$ cat src/rtl/deadlock_idx0_monitor.sv
// deadlock_idx0_monitor
// Simulation-side deadlock detector for one dataflow region. Instance 0 is
// the top process and instance 1 is its pipelined child. The monitor declares
// a deadlock when no instance can make progress and the blocked pattern
// stays unchanged for THRESHOLD consecutive cycles. It then raises a sticky
// block flag and keeps a snapshot of the stalled AXI-Stream channels.
//
// Optional feature: define DEADLOCK_MONITOR_REPORT_EN to print a one-line
// report when block rises. Without the macro no display code is compiled,
// and the ports and timing stay the same.

module deadlock_idx0_monitor #(
    parameter int AXIS_W    = 15,
    parameter int SPLIT     = 2,
    parameter int THRESHOLD = 16,
    parameter int CNT_W     = 16
) (
    input  logic              clock,
    input  logic              reset,
    input  logic [AXIS_W-1:0] axis_block_sigs,
    input  logic [1:0]        inst_idle_sigs,
    input  logic              inst_block_sigs,
    output logic              block,
    output logic [AXIS_W-1:0] block_mask
);

    localparam int              SIG_W  = AXIS_W + 1;
    localparam logic [CNT_W-1:0] THRESH = CNT_W'(THRESHOLD);

    logic             blk0;
    logic             blk1;
    logic             stall0;
    logic             stall1;
    logic             any_blk;
    logic             cand;
    logic             frozen;
    logic [SIG_W-1:0] cur_sig;
    logic [SIG_W-1:0] prev_sig;
    logic [CNT_W-1:0] counter;
    logic [CNT_W-1:0] counter_nxt;
    logic             det;
    logic             det_nxt;
    logic             det_rise;

    // Progress analysis: can either instance still move this cycle?
    always_comb begin
        blk1    = |axis_block_sigs[AXIS_W-1:SPLIT];
        blk0    = (|axis_block_sigs[SPLIT-1:0]) | inst_block_sigs;
        stall1  = inst_idle_sigs[1] | blk1;
        // A parent waiting on a child that is active but stalled is also stalled.
        stall0  = inst_idle_sigs[0] | blk0 | (~inst_idle_sigs[1] & stall1);
        any_blk = blk0 | blk1;
        cand    = any_blk & stall0 & stall1;
        cur_sig = {axis_block_sigs, inst_block_sigs};
        frozen  = (cur_sig == prev_sig);
    end

    // Persistence counter: counts cand&frozen cycles, saturates at THRESHOLD,
    // and freezes after detection.
    always_comb begin
        // NOTE: every always_comb output gets a default first, so that no path
        // leaves it unassigned and no latch is inferred.
        counter_nxt = counter;
        det_nxt     = det;
        if (!det) begin
            if (!(cand && frozen)) begin
                counter_nxt = '0;
            end else if (counter < THRESH) begin
                counter_nxt = counter + 1'b1;
                if (counter_nxt == THRESH) begin
                    det_nxt = 1'b1;
                end
            end
        end
    end

    assign det_rise = det_nxt & ~det;

    // State registers. Everything here clears as soon as reset is asserted.
    always_ff @(posedge clock or negedge reset) begin
        // NOTE: sequential state uses non-blocking assignments only, so every
        // register samples values from before the edge.
        if (!reset) begin
            prev_sig   <= '0;
            counter    <= '0;
            det        <= 1'b0;
            block_mask <= '0;
        end else begin
            prev_sig <= cur_sig;
            counter  <= counter_nxt;
            det      <= det_nxt;
            if (det_rise) begin
                block_mask <= axis_block_sigs;
            end
        end
    end

    assign block = det;

`ifdef DEADLOCK_MONITOR_REPORT_EN
    // One report line on the edge where block rises. det is sticky, so this
    // cannot fire again until the next reset.
    always @(posedge clock) begin
        if (reset && det_rise) begin
            $write("%0t deadlock_idx0_monitor: block_mask=0x%0h stuck bits:",
                   $time, axis_block_sigs);
            for (int i = 0; i < AXIS_W; i++) begin
                if (axis_block_sigs[i]) begin
                    $write(" %0d", i);
                end
            end
            $write("\n");
        end
    end
`endif

endmodule

$ cat config.mk
export PLATFORM = sky130hd
export DESIGN_NAME = deadlock_idx0_monitor
export DESIGN_NICKNAME = d
export VERILOG_FILES = /design/src/rtl/deadlock_idx0_monitor.sv
export SDC_FILE = /design/constraint.sdc
export NUM_CORES = 1
export LEC_CHECK = 0
export ABC_AREA = 1
export BUFFER_PORTS_ARGS = -buffer_cell sky130_fd_sc_hd__buf_2
export CAP_MARGIN = 20
export CORE_MARGIN = 8
export CORE_UTILIZATION = 60
export CTS_CLUSTER_SIZE = 12
export DETAILED_ROUTE_END_ITERATION = 16
export PLACE_DENSITY = 0.87
export SETUP_SLACK_MARGIN = 0.2
export SYNTH_ARGS = -nofsm -noshare
export SYNTH_HDL_FRONTEND = slang
export SYNTH_SLANG_ARGS = --single-unit
$ cat constraint.sdc
create_clock -name clock -period 2.52 [get_ports clock]
set_input_delay 0.126 -clock clock [delete_from_list [all_inputs] [get_ports clock]]
set_output_delay 0.126 -clock clock [all_outputs]
set_load 0.02 [all_outputs]
# After elaboration in Yosys (flattened, before gate mapping)

Cells that the tools add are included.
W data, S select, Z words.

Register bits: 48
Bits in latches: 0
RAM bits: 0
ROM bits: 0
Bits of input ports: 20
Output and inout port bits: 16
Memories: 0

$add $sub $neg: 1
Multiply operators: 0
Div/mod/pow operators: 0
Magnitude comparators: 1
Eq/ne operators: 3
Shift-type cells: 0
Multiplexer cells: 6
Bitwise logic cells: 11
Reductions and logical operators: 4

Operators with widths:

| operator                | number |
|---|---|
| $mux W16                | 2 |
| $add A16 B1 Y16 const B | 1 |
| $eq A16 B16 Y1          | 1 |
| $eq A16 B5 Y1 const B   | 1 |
| $lt A16 B5 Y1 const B   | 1 |
| $reduce_or A13 Y1       | 1 |
| $or A1 B1 Y1            | 5 |
| $and A1 B1 Y1           | 4 |
| $mux W1                 | 4 |
| $ne A2 B1 Y1 const B    | 1 |
| $not A1 Y1              | 2 |
| $reduce_and A2 Y1       | 1 |
| $reduce_or A2 Y1        | 1 |
| $logic_and A1 B1 Y1     | 1 |

# Depth between registers and ports, before layout

Gate-level depths: netlist (run 1).

Word-level depth: 10
Mapped depth: 12
Mapped depth without buffers: 11

# Worst setup path before layout (run 1)

Ideal clock, no wire load.

Path kind: reg-to-reg
Start point: reg counter[0]
End point: reg block_mask[10]
Library setup time: 0.117 ns
Data arrival time: 1.570 ns
Setup slack: 0.833 ns
Stages on the path, launching flop included: 11
Path buffers: 1
Period minus slack after synthesis: 1.687 ns
Cell sequence: dfrtp_1 > ha_1 > nand2_2 > nor2_4 > xor2_2 > nand2_2 > nor2_4 > nand4_4 > buf_6 > nand2_1 > nand2_1

Longest elaborated chain between the ends: 7
Elaborated cells between the ends (all ways): 8
Classes of those cells: 1 x add/sub; 1 x order compare; 1 x eq/ne; 4 x mux; 1 x bitwise

RTL lines:

| item                   | RTL line | source |
|---|---|---|
| start, declared        | 39       | `logic [CNT_W-1:0] counter;` |
| start signal, assigned | 90       | `counter <= counter_nxt;` |
| $add A16 B1 Y16        | 69       | `counter_nxt = counter + 1'b1;` |
| $eq A16 B5 Y1          | 70       | `if (counter_nxt == THRESH) begin` |
| $mux W1                | 70       |  |
| $mux W1 (*)            | 68       | `end else if (counter < THRESH) begin` |
| $mux W1 (*)            | 66       | `if (!(cand && frozen)) begin` |
| $mux W1 (*)            | 65       | `if (!det) begin` |
| $and A1 B1 Y1 (*)      | 77       | `assign det_rise = det_nxt & ~det;` |
| end signal, assigned   | 93       | `block_mask <= axis_block_sigs;` |
| end, declared          | 24       | `output logic [AXIS_W-1:0] block_mask` |

Mark *: on every way between the ends. The rest lies on a longest branch, timed or not.
A chain may end at the register's enable or synchronous reset.

# Worst setup path after layout (run 1)

Start point: in axis_block_sigs[2]
End point: reg block_mask[0]

Longest elaborated chain between the ends: 10
Elaborated cells between the ends (all ways): 12
Classes of those cells: 1 x eq/ne; 2 x mux; 7 x bitwise; 2 x reduce/logical

RTL lines:

| item                        | RTL line | source |
|---|---|---|
| start, declared             | 20       | `input logic [AXIS_W-1:0] axis_block_sigs,` |
| $reduce_or A13 Y1           | 47       | `blk1 = \|axis_block_sigs[AXIS_W-1:SPLIT];` |
| $or A1 B1 Y1                | 49       | `stall1 = inst_idle_sigs[1] \| blk1;` |
| $and A1 B1 Y1               | 51       | `stall0 = inst_idle_sigs[0] \| blk0 \| (~inst_idle_sigs[1] & stall1);` |
| $or A1 B1 Y1                | 51       |  |
| $and A1 B1 Y1 (2 in series) | 53       | `cand = any_blk & stall0 & stall1;` |
| $logic_and A1 B1 Y1 (*)     | 66       |  |
| $mux W1 (*)                 | 66       |  |
| $mux W1 (*)                 | 65       |  |
| $and A1 B1 Y1 (*)           | 77       |  |

Marks and branches as above.

==> metrics.md, run 1 <==
| Metric | Value |
|---|---|
| Total vias in the final route | 2035 |
| Final critical-path required period | 1.974 ns |
| Met2 Resource Use GR | 0.2966 |
| Number of buffers created by CTS | 5 |
| Number of warnings reported in the yosys synthesis log | 0 |
| Mapped Area | 2346 um^2 |
| Synthesized flop and latch total | 48 |
| Layer with the highest usage after global routing | met2 |
| DIE HEIGHT | 78.53 um |
| Leading cell types in the layout, fill and taps excluded | sky130_fd_sc_hd__nand2_1, sky130_fd_sc_hd__dfrtp_1, sky130_fd_sc_hd__inv_1, sky130_fd_sc_hd__nor2_1, sky130_fd_sc_hd__buf_2 |
| Later-pin clock latency in the skew report | 0.31 ns |
| Sinks on the clock net | 48 |
| Fraction of final layout cells with drive strength greater than 1 | 0.1806 |
| Cells on worst reg2reg path | 10 |
| Critical register-to-register path endpoint | block_mask[0] |
| Number of endpoints with negative hold slack in the final report | 0 |
| Net count after synthesis | about 320 |
| Overall routed net length | 4.975 mm |
| Master cell of the clock root buffer | sky130_fd_sc_hd__clkbuf_8 |
| Vias per inst | 4.988 |
| Transition time of the tightest slew-check pin | 0.4637 ns |
| Initial drt markers | 82 |
| Endpoint kind of the worst setup timing path | flop |
| # fillers | 261 |
| Sort of element at the start of the critical path | primary input |
| GRT Residual Overflow | 0 |
| Number of port buffers | 35 |
| Aggregate negative setup slack | 0 ns |
| Number of antenna cells inserted | 0 |
| Switching Share | 0.2234 |
| Switching power | between 0.3 and 0.4 mW |
| Buf+Inv Stages, Crit Path | 3 |
| Number of buffers inserted to repair setup after CTS | 0 |
| Initial antenna violation count | 0 |
| Series of cell instances along the critical path | dlygate4sd3_1 -> buf_2 -> inv_1 -> nand2_1 -> nand2_1 -> nor2_1 -> nand2_1 -> nor2_1 -> nand2_1 -> nor2_4 -> nand4_4 -> nand2_1 -> nand2_1 |
| Max_slew headroom | 0.6905 |
| Initial core utilization | 0.6313 |
| Clock Pin Slew Worst Setup and Hold Paths | 0.09 ns |
| Final setup violation count | 0 |
| CTS Hold Buffers Added | 16 |
| Global-route total usage across every layer | 0.1662 |
| Fraction of synthesized cell area taken by the top area cell type | 0.5120 |
| Outcome | completed |
| Wire length of the first global-routing pass | 8.480 mm |
| Arrival @ worst endpoint | 2.17 ns |
| Part of the power in registers | 0.544 |
| Leak pwr | 1.705 nW |
| H-tree depth | 2 |
| Top cell by count, worst path | sky130_fd_sc_hd__nand2_1 |
| Gate count after technology mapping | 303 |
| Maximum Capacitance Violations | 0 |
| CTS-repair resized insts | 0 |
| Residual antenna-violating net count after detailed routing | 0 |
| Share of power burned in the clock network | 0.378 |
| Max stage delay cell, worst path | sky130_fd_sc_hd__dlygate4sd3_1 |
| Overall die width | between 70 and 80 um |
| Post-DP HPWL | 3.369 mm |
| Number of ports placed on the die boundary | 36 |
| Power per Cell Area | 507.1 nW/um^2 |
| Placeable Area | 3716 um^2 |
| Total DRC errors in the routed layout | 0 |
| Most frequent standard cell in the layout excluding fill and tap cells | sky130_fd_sc_hd__nand2_1 |
| Setup repair after global routing missed its margin | no |
| Clock tree from TritonCTS | yes |
| Detailed-routing iteration count for the pre-antenna-repair pass | 4 |
| Synth-to-Final Area Change | 21.87% |
| Number of distinct library cell variants in the gate-level netlist after synthesis | 24 |
| Register-to-register setup slack | slightly below 0.7 ns |
| Post-synthesis area per instance | ~7.7 um^2 |
| Maximum operating frequency | 0.5067 GHz |
| Dominant cells by area after synthesis | sky130_fd_sc_hd__dfrtp_1, sky130_fd_sc_hd__nand2_1, sky130_fd_sc_hd__inv_1 |
| Worst min-delay path class | primary input to async pin |
| Pin count of the biggest net entering global routing | 49 |
| Maximum count of clock buffers along a single path | 2 |
| Portion of total power attributed to combinational logic | 0.078 |
| Peak ir drop on the vdd network | 0.4085 mV |
| Delay of the slowest cell on the worst path | between 0.5 and 0.6 ns |
| Net total in the final layout | between 300 and 400 |
| Met3 track utilization from global routing | 0.04897 |
| Via count of the first global-routing pass | between 1500 and 2000 |
| Final estimated routing congestion in global placement | 0.8573 |
| Routed wire length per instance | 12.19 um |
| Floorplan row count | 22 |
| WS Path Type | primary input to flop |
| Largest fanout on the critical path | 15 |
| Slew Limit Fails | 0 |
| Final worst clock skew | 0.01069 ns |
| Die outline area | 6167 um^2 |
| Largest delay share family, worst path | simple AND/OR/NAND/NOR gates |
| Internal Pwr Total | 1.126 mW |
| Largest area contributor in the synthesized netlist | sky130_fd_sc_hd__dfrtp_1 |
| GR Layer Usage met1 | 0.1874 |
| Source of the worst register-to-register timing path | counter[0] |
| Part of the Yosys area used for sequential elements | 0.5120 |
| Final critical-path share of the clock period | 0.7832 |
| Worst hold slack across all endpoints | 0.2612 ns |
| Required @ worst endpoint | approximately 2.7 ns |
-- state kept, by name (all words and copies together), names as in the netlist --
| register | flops |
|---|---|
| counter | 16 |
| prev_sig | 16 |
| block_mask | 15 |
| block | 1 |
-- routing by layer --
layer	vias up	routed length (um)
li1	1029	-
met4	0	54
met5	-	0
met2	47	2608
met3	6	268
met1	953	2043
-- synth_stat cells (all sizes together) --
cell / instances
buf: 4
clkbuf: 2
clkinv: 1
dfrtp: 48
ha: 1
inv: 53
nand2: 116
nand3: 5
nand3b: 1
nand4: 25
nor2: 40
nor3: 2
o21ai: 1
or2: 1
xor2: 3
-- cell families after synthesis --
family	count (synthesis)	synth area share
simple gates	190	0.3616
compound gates	1	0.003734
fa+ha+maj	1	0.005332
buf+inv	60	0.1029
xor+xnor	3	0.01440
flops	48	0.5120
-- power by group through the flow --
| stage | Combinational, mW | Sequential, mW | Clock (mW) |
|---|---|---|---|
| floorplan | 0.0403 | 0.803 | 0 |
| global placement | 0.0851 | 0.803 | 0 |
| detailed placement | 0.0889 | 0.804 | 0 |
| CTS | 0.108 | 0.789 | 0.553 |
| global route | 0.130 | 0.790 | 0.586 |
| finish | 0.113 | 0.789 | 0.547 |
-- metrics by stage --
step                std cells  power (mW)  cell area (um^2)  worst slack, ns  utilization
floorplan                 303      0.8435              2346           0.8330            -
global placement          382      0.8883              2557           0.8085       0.6882
detailed placement        382      0.8932              2557           0.7540       0.6882
CTS                       406       1.450              2829           0.6240       0.7613
global route              408       1.506              2859           0.4136       0.7694
finish                    408       1.450              2859           0.5463       0.7694
-- final cells by class --
| cell class | instances | area [um^2] | share of cell area |
|---|---|---|---|
| well taps | 48 | 60.06 | 0.02101 |
| clock buffers | 5 | 68.82 | 0.02407 |
| multi-input cells | 195 | 903.4 | 0.3160 |
| flip-flops and latches | 48 | 1201 | 0.4201 |
| repair buffers | 55 | 380.4 | 0.1330 |
| clock inverters | 3 | 42.54 | 0.01488 |
| inverters | 54 | 202.7 | 0.07090 |
-- worst max-delay path by stage --
stage | startpoint | endpoint | slack [ns] | cells past startpoint
2_1_floorplan | counter[0] | block_mask[10] | 0.83 | 10
6_report | axis_block_sigs[2] | block_mask[0] | 0.55 | 13
5_1_grt | axis_block_sigs[5] | block_mask[0] | 0.41 | 13
4_1_cts | axis_block_sigs[5] | block_mask[0] | 0.62 | 13
3_5_place_dp | counter[0] | block_mask[0] | 0.75 | 10
3_3_place_gp | counter[0] | block_mask[10] | 0.81 | 10
No activity file was read; power rests on OpenSTA's default activity.
==> inputs of run 2 (changes only) <==
--- a/config.mk
+++ b/config.mk
@@ -5,14 +5,14 @@
 export SDC_FILE = /design/constraint.sdc
 export NUM_CORES = 1
 export LEC_CHECK = 0
-export ABC_AREA = 1
+export ABC_AREA = 0
 export BUFFER_PORTS_ARGS = -buffer_cell sky130_fd_sc_hd__buf_2
 export CAP_MARGIN = 20
 export CORE_MARGIN = 8
-export CORE_UTILIZATION = 60
+export CORE_UTILIZATION = 54
 export CTS_CLUSTER_SIZE = 12
 export DETAILED_ROUTE_END_ITERATION = 16
-export PLACE_DENSITY = 0.87
+export PLACE_DENSITY = 0.81
 export SETUP_SLACK_MARGIN = 0.2
 export SYNTH_ARGS = -nofsm -noshare
 export SYNTH_HDL_FRONTEND = slang
==> constraint.sdc (replaced) <==
create_clock -name clock -period 2 [get_ports clock]
set_input_delay 0.1 -clock clock [delete_from_list [all_inputs] [get_ports clock]]
set_output_delay 0.1 -clock clock [all_outputs]
set_load 0.02 [all_outputs]
==> run 2 against run 1 <==
Against the previous run:
- clock power increased by 14%
- clock-buffer cell count is 2 higher
- power rose by 20%
- hold slack worse by 0.24 ns
- non-clock buffer count grew 7
- die area shrank 6.2%
- via count decreased by 34%
- critical path type is now flop to flop
- critical endpoint is now block_mask[10]
- highest routed layer unchanged
==> metrics.md, run 2 <==
| Metric | Value |
|---|---|
| Dominant cells by area after synthesis | sky130_fd_sc_hd__dfrtp_1, sky130_fd_sc_hd__mux2_4, sky130_fd_sc_hd__xnor2_1 |
| Number of port buffers | 35 |
| Final critical-path share of the clock period | 0.9659 |
| Worst hold slack across all endpoints | 0.01937 ns |
| Placed inst area | 2217 um^2 |
| Initial drt markers | ~110 |
| Startpoint of the most critical setup path | counter[4] |
| Final critical-path required period | 1.932 ns |
| Later-pin clock latency in the skew report | 0.36 ns |
| Largest fanout on the critical path | 10 |
| Vias per inst | 5.320 |
| Post-synthesis area per instance | 14.21 um^2 |
| Fraction of final layout cells with drive strength greater than 1 | 0.3659 |
| Number of endpoints with negative hold slack in the final report | 0 |
| Worst min-delay path class | primary input to flop |
| Largest registers ranked by flip-flop count | counter x16, prev_sig x16, block_mask x15 |
| # fillers | between 200 and 250 |
| Net total in the final layout | 225 |
| Slew Limit Fails | 0 |
| Share of synthesized registers carrying an async set or reset | 1.000 |
| Number of warnings reported in the yosys synthesis log | 0 |
| WS Path Type | flop to flop |
| Post-layout total power | 1.742 mW |
| Largest delay share family, worst path | simple AND/OR/NAND/NOR gates |
| Routed wire length per instance | 17.17 um |
| List of most frequent post-synthesis cells | sky130_fd_sc_hd__dfrtp_1, sky130_fd_sc_hd__xnor2_1, sky130_fd_sc_hd__nor2b_1 |
| Largest area contributor in the synthesized netlist | sky130_fd_sc_hd__dfrtp_1 |
| Total DRC errors in the routed layout | 0 |
| Arrival @ worst endpoint | 2.19 ns |
| Number of ports placed on the die boundary | 36 |
| Overall routed net length | 4.343 mm |
| Worst hold path startpoint | axis_block_sigs[9] |
| Power per Cell Area | 674.5 nW/um^2 |
| Final estimated routing congestion in global placement | just over 0.9 |
| Leading cell types in the layout, fill and taps excluded | sky130_fd_sc_hd__dfrtp_1, sky130_fd_sc_hd__buf_2, sky130_fd_sc_hd__dlygate4sd3_1, sky130_fd_sc_hd__xnor2_1, sky130_fd_sc_hd__nor2b_1 |
| Number of buffers created by CTS | 5 |
| Series of cell instances along the critical path | nor4_2 -> and3_4 -> nand4b_1 -> nand4b_4 -> buf_12 -> mux2_4 |
| GRT Residual Overflow | 0 |
| Sort of element at the start of the critical path | flop |
| Required @ worst endpoint | 2.26 ns |
| Placeable Area | between 3000 and 4000 um^2 |
| Post-DP HPWL | around 2.8 mm |
| Maximum Capacitance Violations | 0 |
| Most frequent standard cell in the layout excluding fill and tap cells | sky130_fd_sc_hd__dfrtp_1 |
| Leak pwr | 1.318 nW |
| Clock Pin Slew Worst Setup and Hold Paths | 0.13 ns |
| Max_slew headroom | 0.6128 |
| Detailed-routing iteration count for the pre-antenna-repair pass | 4 |
| Dominant synthesized flop cell | sky130_fd_sc_hd__dfrtp_1 |
| H-tree depth | 2 |
| Transition time of the tightest slew-check pin | 0.5809 ns |
| Endpoint kind of the worst setup timing path | flop |
| Net count after synthesis | 158 |
| Area occupied by multi-input gates | 769.5 um^2 |
| Buf+Inv Stages, Crit Path | 1 |
| Wire length of the first global-routing pass | 7.293 mm |
| Setup repair after global routing missed its margin | yes |
| Clock tree from TritonCTS | yes |
| Delay of the slowest cell on the worst path | 0.46 ns |
| Total vias in the final route | 1346 |
| Via count of the first global-routing pass | 1503 |
| Synthesized flop and latch total | 48 |
| Pin count of the biggest net entering global routing | about 50 |
| Die outline area | 5783 um^2 |
| DIE HEIGHT | 76.05 um |
| Outcome | completed |
| Area taken by flip-flops and latches | 1201 um^2 |
| Peak ir drop on the vdd network | 0.6145 mV |
| Aggregate negative setup slack | 0 ns |
| Max stage delay cell, worst path | sky130_fd_sc_hd__dfrtp_1 |
| Number of enable-type register cells in the synthesized netlist | 0 |
| Final cell utilization of the core | 0.7273 |
| Floorplan row count | 22 |
| Master cell of the clock root buffer | sky130_fd_sc_hd__clkbuf_4 |
| Part of the Yosys area used for sequential elements | 0.6170 |
| Number of distinct library cell variants in the gate-level netlist after synthesis | 32 |
| Initial core utilization | 0.5483 |
| Final worst clock skew | 0.006651 ns |
| Gate count after technology mapping | between 100 and 150 |
| Maximum operating frequency | 0.5176 GHz |
| Most frequent cell after synthesis | sky130_fd_sc_hd__dfrtp_1 |
| Mapped Area | 1947 um^2 |
| Cell area after layout | approximately 2600 um^2 |
| Fraction of synthesized cell area taken by the top area cell type | 0.6170 |
| Global-route total usage across every layer | 0.1560 |
| Synth-to-Final Area Change | 32.65% |
| Final setup violation count | 0 |
| Residual antenna-violating net count after detailed routing | 0 |
| Source of the worst register-to-register timing path | counter[4] |
| Overall die width | roughly 76 um |
| Initial antenna violation count | 0 |
| Maximum count of clock buffers along a single path | 2 |
| Sinks on the clock net | 48 |
| Number of antenna cells inserted | 0 |
## run 2: cell types whose count changed in the layout (fill, tap and decap cells not counted), moves of 7 or more
cell | before | now
sky130_fd_sc_hd__xnor2_1 | 0 | 16
sky130_fd_sc_hd__inv_2 | 7 | 0
sky130_fd_sc_hd__nand4_1 | 24 | 6
sky130_fd_sc_hd__nand2_1 | 114 | 2
sky130_fd_sc_hd__nor2_1 | 35 | 1
sky130_fd_sc_hd__nor2b_1 | 0 | 11
sky130_fd_sc_hd__inv_1 | 46 | 5
sky130_fd_sc_hd__mux2_4 | 0 | 10
## run 2: worst paths after layout
| kind | slack, ns | to | depth (start not counted) |
|---|---|---|---|
| hold / removal | 0.02 | block_mask[9] | 2 |
| setup / recovery | 0.07 | block_mask[10] | 6 |
| max in group asynchronous | 1.27 | counter[2] | 3 |
| hold reg to reg | 0.53 | block_mask[5] | 1 |
| min in group asynchronous | 0.33 | block_mask[2] | 3 |
| setup reg to reg | 0.07 | block_mask[10] | 6 |
## run 2: power breakdown
part	internal (mW)	switching [mW]	leakage, nW
clock	0.332	0.290	0.0515
sequential	0.987	0.00772	0.629
combinational	0.0644	0.0619	0.638
total	1.38	0.359	1.32
## run 2: worst register-to-register path, cell delays in order (launching register included)
cell and delay, ns:
sky130_fd_sc_hd__dfrtp_1 0.46, sky130_fd_sc_hd__nor4_2 0.30, sky130_fd_sc_hd__and3_4 0.25, sky130_fd_sc_hd__nand4b_1 0.12
sky130_fd_sc_hd__nand4b_4 0.21, sky130_fd_sc_hd__buf_12 0.19, sky130_fd_sc_hd__mux2_4 0.30
## run 2: area by class of cell
class | instances | area share
timing repair buffer | 62 | 0.1696
multi-input combinational | 82 | 0.2980
clock inverter | 1 | 0.01163
clock buffer | 7 | 0.02519
sequential | 48 | 0.4651
inverter | 5 | 0.007267
tap | 48 | 0.02326
## run 2: stage by stage
stage	setup slack, ns	cells
floorplan	0.1360	137
global placement	0.03023	223
detailed placement	0.009020	223
CTS	0.1280	251
global route	0.01110	253
finish	0.06813	253
## run 2: logic make-up (layout without fill, tap and decap cells)
kind of cell               Yosys count  in the layout  synth area share
adders and majority gates            1              1          0.006426
and+or+nand+nor                     37             37            0.1350
buffers and inverters                7             75           0.01735
DFF                                 48             48            0.6170
muxes                               16             16            0.1112
xor gates and xnor gates            16             16           0.07198
AOI/OAI and AO/OA                   12             12           0.04113
## run 2: what timing repair did
item / 4_1_cts / 5_1_grt
pin swaps: 5 / 2
endpoints found under the setup margin: 21 / 32
gates resized for setup: 5 / 4
hold endpoints to repair: 64 / 0
buffers inserted: 1 / 2
hold buffers: 19 / 0
## run 2: per-layer routing
metal / share of wire / global-route usage
met1: 0.43 / 0.1833
met4: 0.023 / 0.07647
met5: 0 / 0
met3: 0.055 / 0.04245
met2: 0.49 / 0.2562
